## src/rtl/mips_pipe_pkg.sv

```systemverilog
// Shared MIPS pipeline constants: ExcCode values, nop encoding and default handler vector.
package mips_pipe_pkg;

  localparam int unsigned EXC_CODE_W = 5;
  localparam int unsigned WORD_W     = 32;

  localparam logic [EXC_CODE_W-1:0] EXC_NONE = 5'd0;
  localparam logic [EXC_CODE_W-1:0] EXC_INT  = 5'd0;
  localparam logic [EXC_CODE_W-1:0] EXC_ADEL = 5'd4;
  localparam logic [EXC_CODE_W-1:0] EXC_ADES = 5'd5;
  localparam logic [EXC_CODE_W-1:0] EXC_RI   = 5'd10;
  localparam logic [EXC_CODE_W-1:0] EXC_OV   = 5'd12;

  localparam logic [WORD_W-1:0] NOP_INSTR          = 32'h0000_0000;
  localparam logic [WORD_W-1:0] DEFAULT_HANDLER_PC = 32'h0000_4180;

endpackage

```

## src/rtl/sat_counter.sv

```systemverilog
// Saturating up-counter with synchronous clear; clear wins over increment.
module sat_counter #(
  parameter int unsigned CNT_W = 8
) (
  input  logic             clk,
  input  logic             reset,
  input  logic             inc,
  input  logic             clr,
  output logic [CNT_W-1:0] cnt
);

  localparam logic [CNT_W-1:0] CNT_MAX = '1;

  always_ff @(posedge clk or posedge reset) begin
    if (reset) begin
      cnt <= '0;
    end else if (clr) begin
      cnt <= '0;
    end else if (inc && (cnt != CNT_MAX)) begin
      cnt <= cnt + CNT_W'(1);
    end
  end

endmodule

```

## src/rtl/pipe_stage_reg.sv

```systemverilog
// Pipeline stage register with prioritised req / stall / flush / load and a stall counter.
module pipe_stage_reg
  import mips_pipe_pkg::*;
#(
  parameter int unsigned       DATA_W        = 32,
  parameter int unsigned       EXC_W         = 5,
  parameter int unsigned       CNT_W         = 8,
  parameter logic [DATA_W-1:0] RESET_PC      = 32'h0000_0000,
  parameter logic [DATA_W-1:0] HANDLER_PC    = DEFAULT_HANDLER_PC,
  parameter bit                FLUSH_KEEP_PC = 1'b1,
  parameter bit                CHECK_PC      = 1'b0
) (
  input  logic              clk,
  input  logic              reset,
  input  logic              req,
  input  logic              stall,
  input  logic              flush,
  input  logic              valid_in,
  input  logic [DATA_W-1:0] instr_in,
  input  logic [DATA_W-1:0] pc_in,
  input  logic [EXC_W-1:0]  exc_in,
  input  logic              bd_in,
  output logic              valid_out,
  output logic [DATA_W-1:0] instr_out,
  output logic [DATA_W-1:0] pc_out,
  output logic [EXC_W-1:0]  exc_out,
  output logic              bd_out,
  output logic [CNT_W-1:0]  stall_cnt
);

  logic             hold_c;
  logic [EXC_W-1:0] load_exc_c;

  // Upstream exceptions always survive; alignment tagging only fills an empty code.
  always_comb begin
    load_exc_c = exc_in;
    if (CHECK_PC && valid_in && (exc_in == EXC_W'(EXC_NONE)) && (pc_in[1:0] != 2'b00)) begin
      load_exc_c = EXC_W'(EXC_ADEL);
    end
  end

  assign hold_c = stall && !req;

  always_ff @(posedge clk or posedge reset) begin
    if (reset) begin
      valid_out <= 1'b0;
      instr_out <= DATA_W'(NOP_INSTR);
      pc_out    <= RESET_PC;
      exc_out   <= EXC_W'(EXC_NONE);
      bd_out    <= 1'b0;
    end else if (req) begin
      valid_out <= 1'b0;
      instr_out <= DATA_W'(NOP_INSTR);
      pc_out    <= HANDLER_PC;
      exc_out   <= EXC_W'(EXC_NONE);
      bd_out    <= 1'b0;
    end else if (stall) begin
      valid_out <= valid_out;
    end else if (flush) begin
      valid_out <= 1'b0;
      instr_out <= DATA_W'(NOP_INSTR);
      exc_out   <= EXC_W'(EXC_NONE);
      pc_out    <= FLUSH_KEEP_PC ? pc_in : '0;
      bd_out    <= FLUSH_KEEP_PC ? bd_in : 1'b0;
    end else begin
      valid_out <= valid_in;
      instr_out <= instr_in;
      pc_out    <= pc_in;
      exc_out   <= load_exc_c;
      bd_out    <= bd_in;
    end
  end

  // Any edge where stall does not win clears the run length.
  sat_counter #(
    .CNT_W(CNT_W)
  ) u_stall_cnt (
    .clk  (clk),
    .reset(reset),
    .inc  (hold_c),
    .clr  (!hold_c),
    .cnt  (stall_cnt)
  );

endmodule
```

## config.mk

```make
export PLATFORM = sky130hd
export DESIGN_NAME = pipe_stage_reg
export DESIGN_NICKNAME = d
export VERILOG_FILES = /design/src/rtl/mips_pipe_pkg.sv /design/src/rtl/sat_counter.sv /design/src/rtl/pipe_stage_reg.sv
export SDC_FILE = /design/constraint.sdc
export NUM_CORES = 1
export LEC_CHECK = 0
export CAP_MARGIN = 30
export CORE_MARGIN = 2
export CORE_UTILIZATION = 36
export CTS_BUF_LIST = sky130_fd_sc_hd__clkbuf_16
export DETAILED_ROUTE_END_ITERATION = 10
export PLACE_DENSITY = 0.83
export SETUP_SLACK_MARGIN = 0.15
export SLEW_MARGIN = 20
export SYNTH_ARGS = -nofsm -noshare
export SYNTH_HDL_FRONTEND = slang
export SYNTH_SLANG_ARGS = --single-unit
export TNS_END_PERCENT = 10
```

## constraint.sdc

```tcl
create_clock -name clk -period 2.69 [get_ports clk]
set_clock_uncertainty 0.15 [all_clocks]
set_input_delay 0.538 -clock clk [delete_from_list [all_inputs] [get_ports clk]]
set_output_delay 0.538 -clock clk [all_outputs]
set_load 0.03 [all_outputs]
```

# Word level (Yosys, flattened, before mapping)

Cells that the tools add are included.

Reductions and logical operators: 3
Multiplexer cells: 15
Order comparisons: 0
Shift-type cells: 0
Divide/modulo/power cells: 0
Add/sub/neg operators: 1
Multipliers: 0
Bitwise logic cells: 0
Equality and inequality tests: 3

Operators with widths:

| kind                                                           | number |
|---|---|
| 32-bit two-way mux                                             | 5 |
| 8-bit two-way mux                                              | 2 |
| 5-bit two-way mux                                              | 3 |
| 8-bit by 1-bit adder with 8-bit output (second input constant) | 1 |
| 8-bit inequality test (second input constant)                  | 1 |
| 1-bit two-way mux                                              | 5 |
| 2-bit inequality test (second input constant)                  | 2 |
| 1-bit logical AND                                              | 2 |
| 1-bit logical NOT                                              | 1 |

Bits in latches: 0
Output and inout port bits: 79
Memories kept: 0
Input port bits: 76
Register bits: 79
RAM bits: 0
Memory bits (read-only): 0
Word-level logic and storage cells: 28

# Logic depth before layout (Yosys ltp)

Gate-level depths: netlist of the first run.

Depth in word-level cells: 5
Mapped depth: 6
Gate-level depth less buffers: 4

# Cells and area by module

Synthesis of the first run repeated with hierarchy kept, for this count alone.

Cells, all modules: 268
Area, all modules: 3403.3 µm²

Modules (own cells, without submodules):

| module         | cells each | area an instance (µm²) | times used |
|---|---|---|---|
| pipe_stage_reg | 219        | 2899.0                 | 1 |
| sat_counter    | 49         | 504.2                  | 1 |

# Worst setup path after synthesis of the first run

Ideal clock, no wire load.

Path kind: flip-flop to flip-flop
From: reg u_stall_cnt.cnt[0]
To: reg u_stall_cnt.cnt[0]
Slack: 1.033 ns
Cell stages (with the launch flop): 5
Period minus slack after synthesis: 1.657 ns
Arrival: 1.424 ns
Setup time: 0.083 ns
Buffers on the path: 0
Path through: dfrtp_1 > ha_1 > and4_1 > a211o_2 > o21ai_0

Word-level cells in the longest chain between the ends: 3
Elaborated cells between the ends (all ways): 6
Those cells by class: add/sub (1); eq/ne (2); mux (2); reduce/logical (1)

RTL lines:

| element                                                                                | RTL line                             | RTL |
|---|---|---|
| from (decl)                                                                            | sat_counter.sv:9                     | `output logic [CNT_W-1:0] cnt` |
| from (signal assigned)                                                                 | sat_counter.sv:20                    | `cnt <= cnt + CNT_W'(1);` |
| 8-bit by 1-bit adder with 8-bit output / 8-bit inequality test (equally long branches) | sat_counter.sv:20, sat_counter.sv:19 |  |
| 8-bit two-way mux / 1-bit logical AND (equally long branches)                          | sat_counter.sv:19                    | `end else if (inc && (cnt != CNT_MAX)) begin` |
| 8-bit two-way mux / 2-bit inequality test (equally long branches)                      | -                                    |  |

Parallel ways exist; a longest one is shown, timed or not. The select of a mux whose other input is x is not followed.
A chain may end at the register's enable or synchronous reset.

# Final worst setup path of the first run

From: reg u_stall_cnt.cnt[5]
To: out stall_cnt[5]

RTL lines:

| element   | RTL line             | RTL |
|---|---|---|
| to (decl) | pipe_stage_reg.sv:28 | `output logic [CNT_W-1:0] stall_cnt` |

No word-level cell between the ends.

==> results of run 1 <==
-- path summary, 6_finish.rpt --
check / cells after the start / start / slack, ps / end
hold / removal: 1 / pc_out[8] / 340 / pc_out[8]
setup reg to reg: 4 / u_stall_cnt.cnt[0] / 1050 / u_stall_cnt.cnt[0]
max in group asynchronous: 3 / reset / 1400 / exc_out[1]
hold reg to reg: 1 / pc_out[8] / 340 / pc_out[8]
setup / recovery: 1 / u_stall_cnt.cnt[5] / 480 / stall_cnt[5]
min in group asynchronous: 3 / reset / 550 / pc_out[22]
-- placed cells by master (no fill, tap or decap), drive strengths merged, types with 3 or more instances in the layout --
master         count
a22o              38
nor3               3
a31oi              3
nor2b              5
dfrtp             79
clkdlybuf4s50    153
mux2i             31
a211o              4
nand2              4
a21oi              3
o21ai              3
clkbuf             9
clkinv             3
nor2              31
buf                9
-- power by group --
part	internal (mW)	leakage [nW]	switching, mW
Combinational	0.234	1.08	0.230
Sequential	1.24	1.06	0.0311
Clock	0.797	0.157	0.434
Total	2.27	2.29	0.695
-- area by class of cell --
cell class,count,area [sq um]
well taps,108,135
inverters,1,7.51
fillers,719,3530
clock buffers,9,225
flip-flops and latches,79,1980
repair buffers,162,1600
multi-input cells,139,1040
clock inverters,7,80.1
-- metal layers --
| metal | wire length (um) | vias to the layer above | GRT usage (%) |
|---|---|---|---|
| met5 | 0 | - | 0 |
| met1 | 3410 | 1193 | 21.1 |
| li1 | - | 1165 | - |
| met4 | 114 | 0 | 6.09 |
| met2 | 3840 | 94 | 26.6 |
| met3 | 454 | 10 | 4.03 |
-- synth_stat cells, drive strengths merged, types with 4 or more instances --
cell type / instances
nand2: 4
nor2: 31
a22o: 38
nor2b: 5
dfrtp: 79
a211o: 4
buf: 15
mux2i: 31
-- kinds of logic after synthesis --
group | Yosys count | synth area share (%)
mux | 31 | 9.86
compound gates | 53 | 14.3
simple gates | 54 | 8.23
buf+inv | 19 | 4.38
fa+ha+maj | 1 | 0.398
flops | 79 | 62.8
-- registers in the layout, summed over array words and instances (netlist names) --
signal,flops
bd_out,1
exc_out,5
instr_out,32
pc_out,32
u_stall_cnt.cnt,8
valid_out,1
==> impl_metrics.ini, run 1 <==
[run_status]
status = finished clean

[final_layout]
final_area_sq_um = 5070
num_antenna_cells = 0
syn_to_final_growth_pct = 61.1
finalNonFillerCells = 505
fin_nets = 469
final_util_pct = 59.0
layout-drive-gt1-share_pct = 7.56

[grt]
antenna_found_initial = 0
grt_pass1_wl_mm = 12.4
track_usage_pct = 16.3
gr-total-overflow = 0
grt_start_max_net_pins = 45
first_global_vias = 2524

[cts]
htree_levels = 3
cts_buffers = 9
clk_pin_slew_ps = 60
cts_hold_buf = 0
cts_tree = built
root_buffer = clkbuf_16
clockBufferDepth = 2
cts_setup_buffers = 0
cts_resized = 0
clock-sinks = 79
clk_latency_ps = 320

[yosys]
netlist_top_cells_area = dfrtp_1, a22o_1, mux2i_1, nor2_1, buf_6
synth_edf_count = 0
synth_top_cell_area_share_pct = 62.8
ys_ff_latch = 79
syn-num-nets = 314
synthDistinctLibCells = 30
synth_top_area_cell = dfrtp_1
synthArstFlopShare_pct = 100
netlist_instances = 237
synth_area_sq_um = 3150
avgSynthCellArea_sq_um = 13.3
yosysSeqAreaShare_pct = 62.8
yosys_warnings = 0
yosys_most_used_dff = dfrtp_1

[placement]
dp_slack_ps = 419
dpl_cell_area_sq_um = 4760
hpwlAfterDp_mm = 5.67
numPlacedInstances = 489
place.gp.congestion = 0.791
port_buffers = 154

[setup_path]
cp-start-kind = flop
critPathSlowestCell = clkdlybuf4s50_1
max_stage_delay_ps = 730
crit_buf_inv = 1
cp-end-kind = primary output
cp_cell_sequence = clkdlybuf4s50_1
crit_type = reg -> out
cp.arrival_ps = 1520
crit_required_ps = 2000
critPathTopFamily = buffers and inverters
cp_max_fo = 8

[power_and_ir_drop]
power_leakage_nw = 2.29
p_per_area_nw_per_um2 = 585
power_mw = 2.97
vdd_drop_max_v = 0.000226

[run]
cap_violations = 0

[drt]
final_antenna_net_count = 0
drt-total-wl_mm = 7.82
drt_pass1_iterations = 6
via_per_inst = 4.88
post-route-drc-count = 0
drt_iter0_drc = 44
vias = 2462
avgRoutedWirePerCell_um = 15.5

[sta]
fmax_mhz = 453
hold_viol_final = 0
setup_tns_ps = 0
holdWs_ps = 336
setup_viol = 0
worst_pin_slew_ps = 555
setup_slack_ps = 484
slew-limit-headroom_pct = 63.0
grt_setup_unrepaired = false
final_max_slew_viol_count = 0
min_period_over_period_pct = 82.0
period_minus_slack_ps = 2210

[floorplanning]
rows = 34
die_w_um = 97.5
die_h_um = 97.5
num_io_pins = 155
core_sq_um = 8590
start_util_pct = 36.6
dieArea_sq_um = 9500

[worst_hold_path]
hold_class = reg -> reg
Note: power is estimated with default switching activity, not from simulation.
==> inputs of run 2 (changes only) <==
CORE_UTILIZATION = 40   (was 36)
PLACE_DENSITY = 0.87   (was 0.83)
clock period = 2.2 ns   (was 2.69 ns; I/O delays follow)
==> impl_metrics.ini, run 2 (synthesis results as in run 1) <==
[run_status]
status = finished clean

[cts]
cts_hold_buf = 0
root_buffer = clkbuf_16
clockBufferDepth = 2
cts_resized = 1
clk_latency_ps = 320
clock-sinks = 79
cts_buffers = 9
cts_tree = built
cts_setup_buffers = 0
htree_levels = 3
clk_pin_slew_ps = 60

[power_and_ir_drop]
power_mw = 3.58
p_per_area_nw_per_um2 = 701
power_leakage_nw = 2.32
vdd_drop_max_v = 0.000423

[grt]
grt_start_max_net_pins = 44
grt_pass1_wl_mm = 12.7
antenna_found_initial = 0
first_global_vias = 2695
gr-total-overflow = 0
track_usage_pct = 18.9

[floorplanning]
start_util_pct = 40.9
core_sq_um = 7690
rows = 32
num_io_pins = 155
die_w_um = 92.7
dieArea_sq_um = 8590
die_h_um = 92.7

[drt]
vias = 2512
drt-total-wl_mm = 7.87
drt_pass1_iterations = 6
avgRoutedWirePerCell_um = 15.8
final_antenna_net_count = 0
post-route-drc-count = 0
via_per_inst = 5.05
drt_iter0_drc = 59

[final_layout]
final_area_sq_um = 5110
multi_input_area_sq_um = 1040
fill_cells = 602
largest_registers = instr_out (32), pc_out (32), u_stall_cnt.cnt (8)
final_cell_mix = clkdlybuf4s50_1, dfrtp_1, a22o_1, mux2i_1, nor2_1
fin_nets = 467
seq_area_sq_um = 1980
final_common_cell = clkdlybuf4s50_1
syn_to_final_growth_pct = 62.5
num_antenna_cells = 0
layout-drive-gt1-share_pct = 7.85
final_util_pct = 66.5

[setup_path]
cp-start-kind = flop
max_stage_delay_ps = 710
critPathSlowestCell = clkdlybuf4s50_1
cp.arrival_ps = 1480
crit_required_ps = 1610
crit_buf_inv = 1
cp_max_fo = 7
cp_cell_sequence = clkdlybuf4s50_1
reg2reg_depth = 4
crit_type = reg -> out
cp-end-kind = primary output
critPathTopFamily = buffers and inverters
rrSetupSlack_ps = 530
timing.rr.start = u_stall_cnt.cnt[0]
worstReg2RegEnd = u_stall_cnt.cnt[0]

[sta]
worst_pin_slew_ps = 533
fmax_mhz = 484
min_period_over_period_pct = 94.0
setup_viol = 0
grt_setup_unrepaired = true
holdWs_ps = 336
setup_tns_ps = 0
period_minus_slack_ps = 2070
final_max_slew_viol_count = 0
slew-limit-headroom_pct = 64.4
hold_viol_final = 0

[worst_hold_path]
hold_class = reg -> reg
hold_end = pc_out[8]
hold_path_startpoint = pc_out[8]
hold_depth = 1

[placement]
dpl_cell_area_sq_um = 4810
place.gp.congestion = 0.738
port_buffers = 154
hpwlAfterDp_mm = 5.66

[run]
cap_violations = 0
## run 2: cell count changes in the layout (fill, tap and decap cells not counted), sizes merged
cell           change
buf                -2
clkinv             +1
inv                -1
dlymetal6s2s       +1
dlygate4sd2        +1
clkdlybuf4s50      -2
clkinvlp           +1
bufinv             -1
## run 2: area by class of cell
class                      count  share of cell area [%]
sequential                    79                    38.7
timing repair buffer         160                    32.4
multi-input combinational    139                    20.4
clock buffer                   9                    4.41
tap                          102                    2.50
clock inverter                 7                    1.42
inverter                       1                   0.147
## run 2: worst max path at each step
stage               slack [ps]  cells past startpoint               start                  to
floorplan                  540                      4  u_stall_cnt.cnt[0]  u_stall_cnt.cnt[0]
global placement           280                      6                 req  u_stall_cnt.cnt[4]
detailed placement         230                      6                 req  u_stall_cnt.cnt[4]
CTS                         80                      1  u_stall_cnt.cnt[6]        stall_cnt[6]
global route                70                      1  u_stall_cnt.cnt[2]        stall_cnt[2]
finish                     130                      1  u_stall_cnt.cnt[2]        stall_cnt[2]
## run 2: worst register-to-register path: cells and delay by family, from the launching register on
family	cells	cell delay [ps]
and+or+nand+nor	1	270
AOI/OAI and AO/OA	2	390
DFF	1	440
adders and majority gates	1	330
## run 2: metal layers
metal / share of wire [%] / global-route usage, % / vias to the layer above
met2: 51 / 32.8 / 102
met4: 1.3 / 7.72 / 0
met5: 0 / 0 / -
li1: - / - / 1164
met3: 7.7 / 5.37 / 8
met1: 40 / 22.2 / 1238
## run 2: stage by stage
step | std cells | setup slack (ps)
finish | 497 | 132
global route | 497 | 71.6
CTS | 497 | 82.7
detailed placement | 481 | 235
global placement | 481 | 282
floorplan | 237 | 543
## run 2: power breakdown
part | leakage [nW] | internal, mW | total, mW | switching [mW]
registers | 1.06 | 1.52 | 1.55 | 0.0382
clock network | 0.143 | 0.880 | 1.45 | 0.567
logic | 1.12 | 0.298 | 0.581 | 0.284
total | 2.32 | 2.69 | 3.58 | 0.889
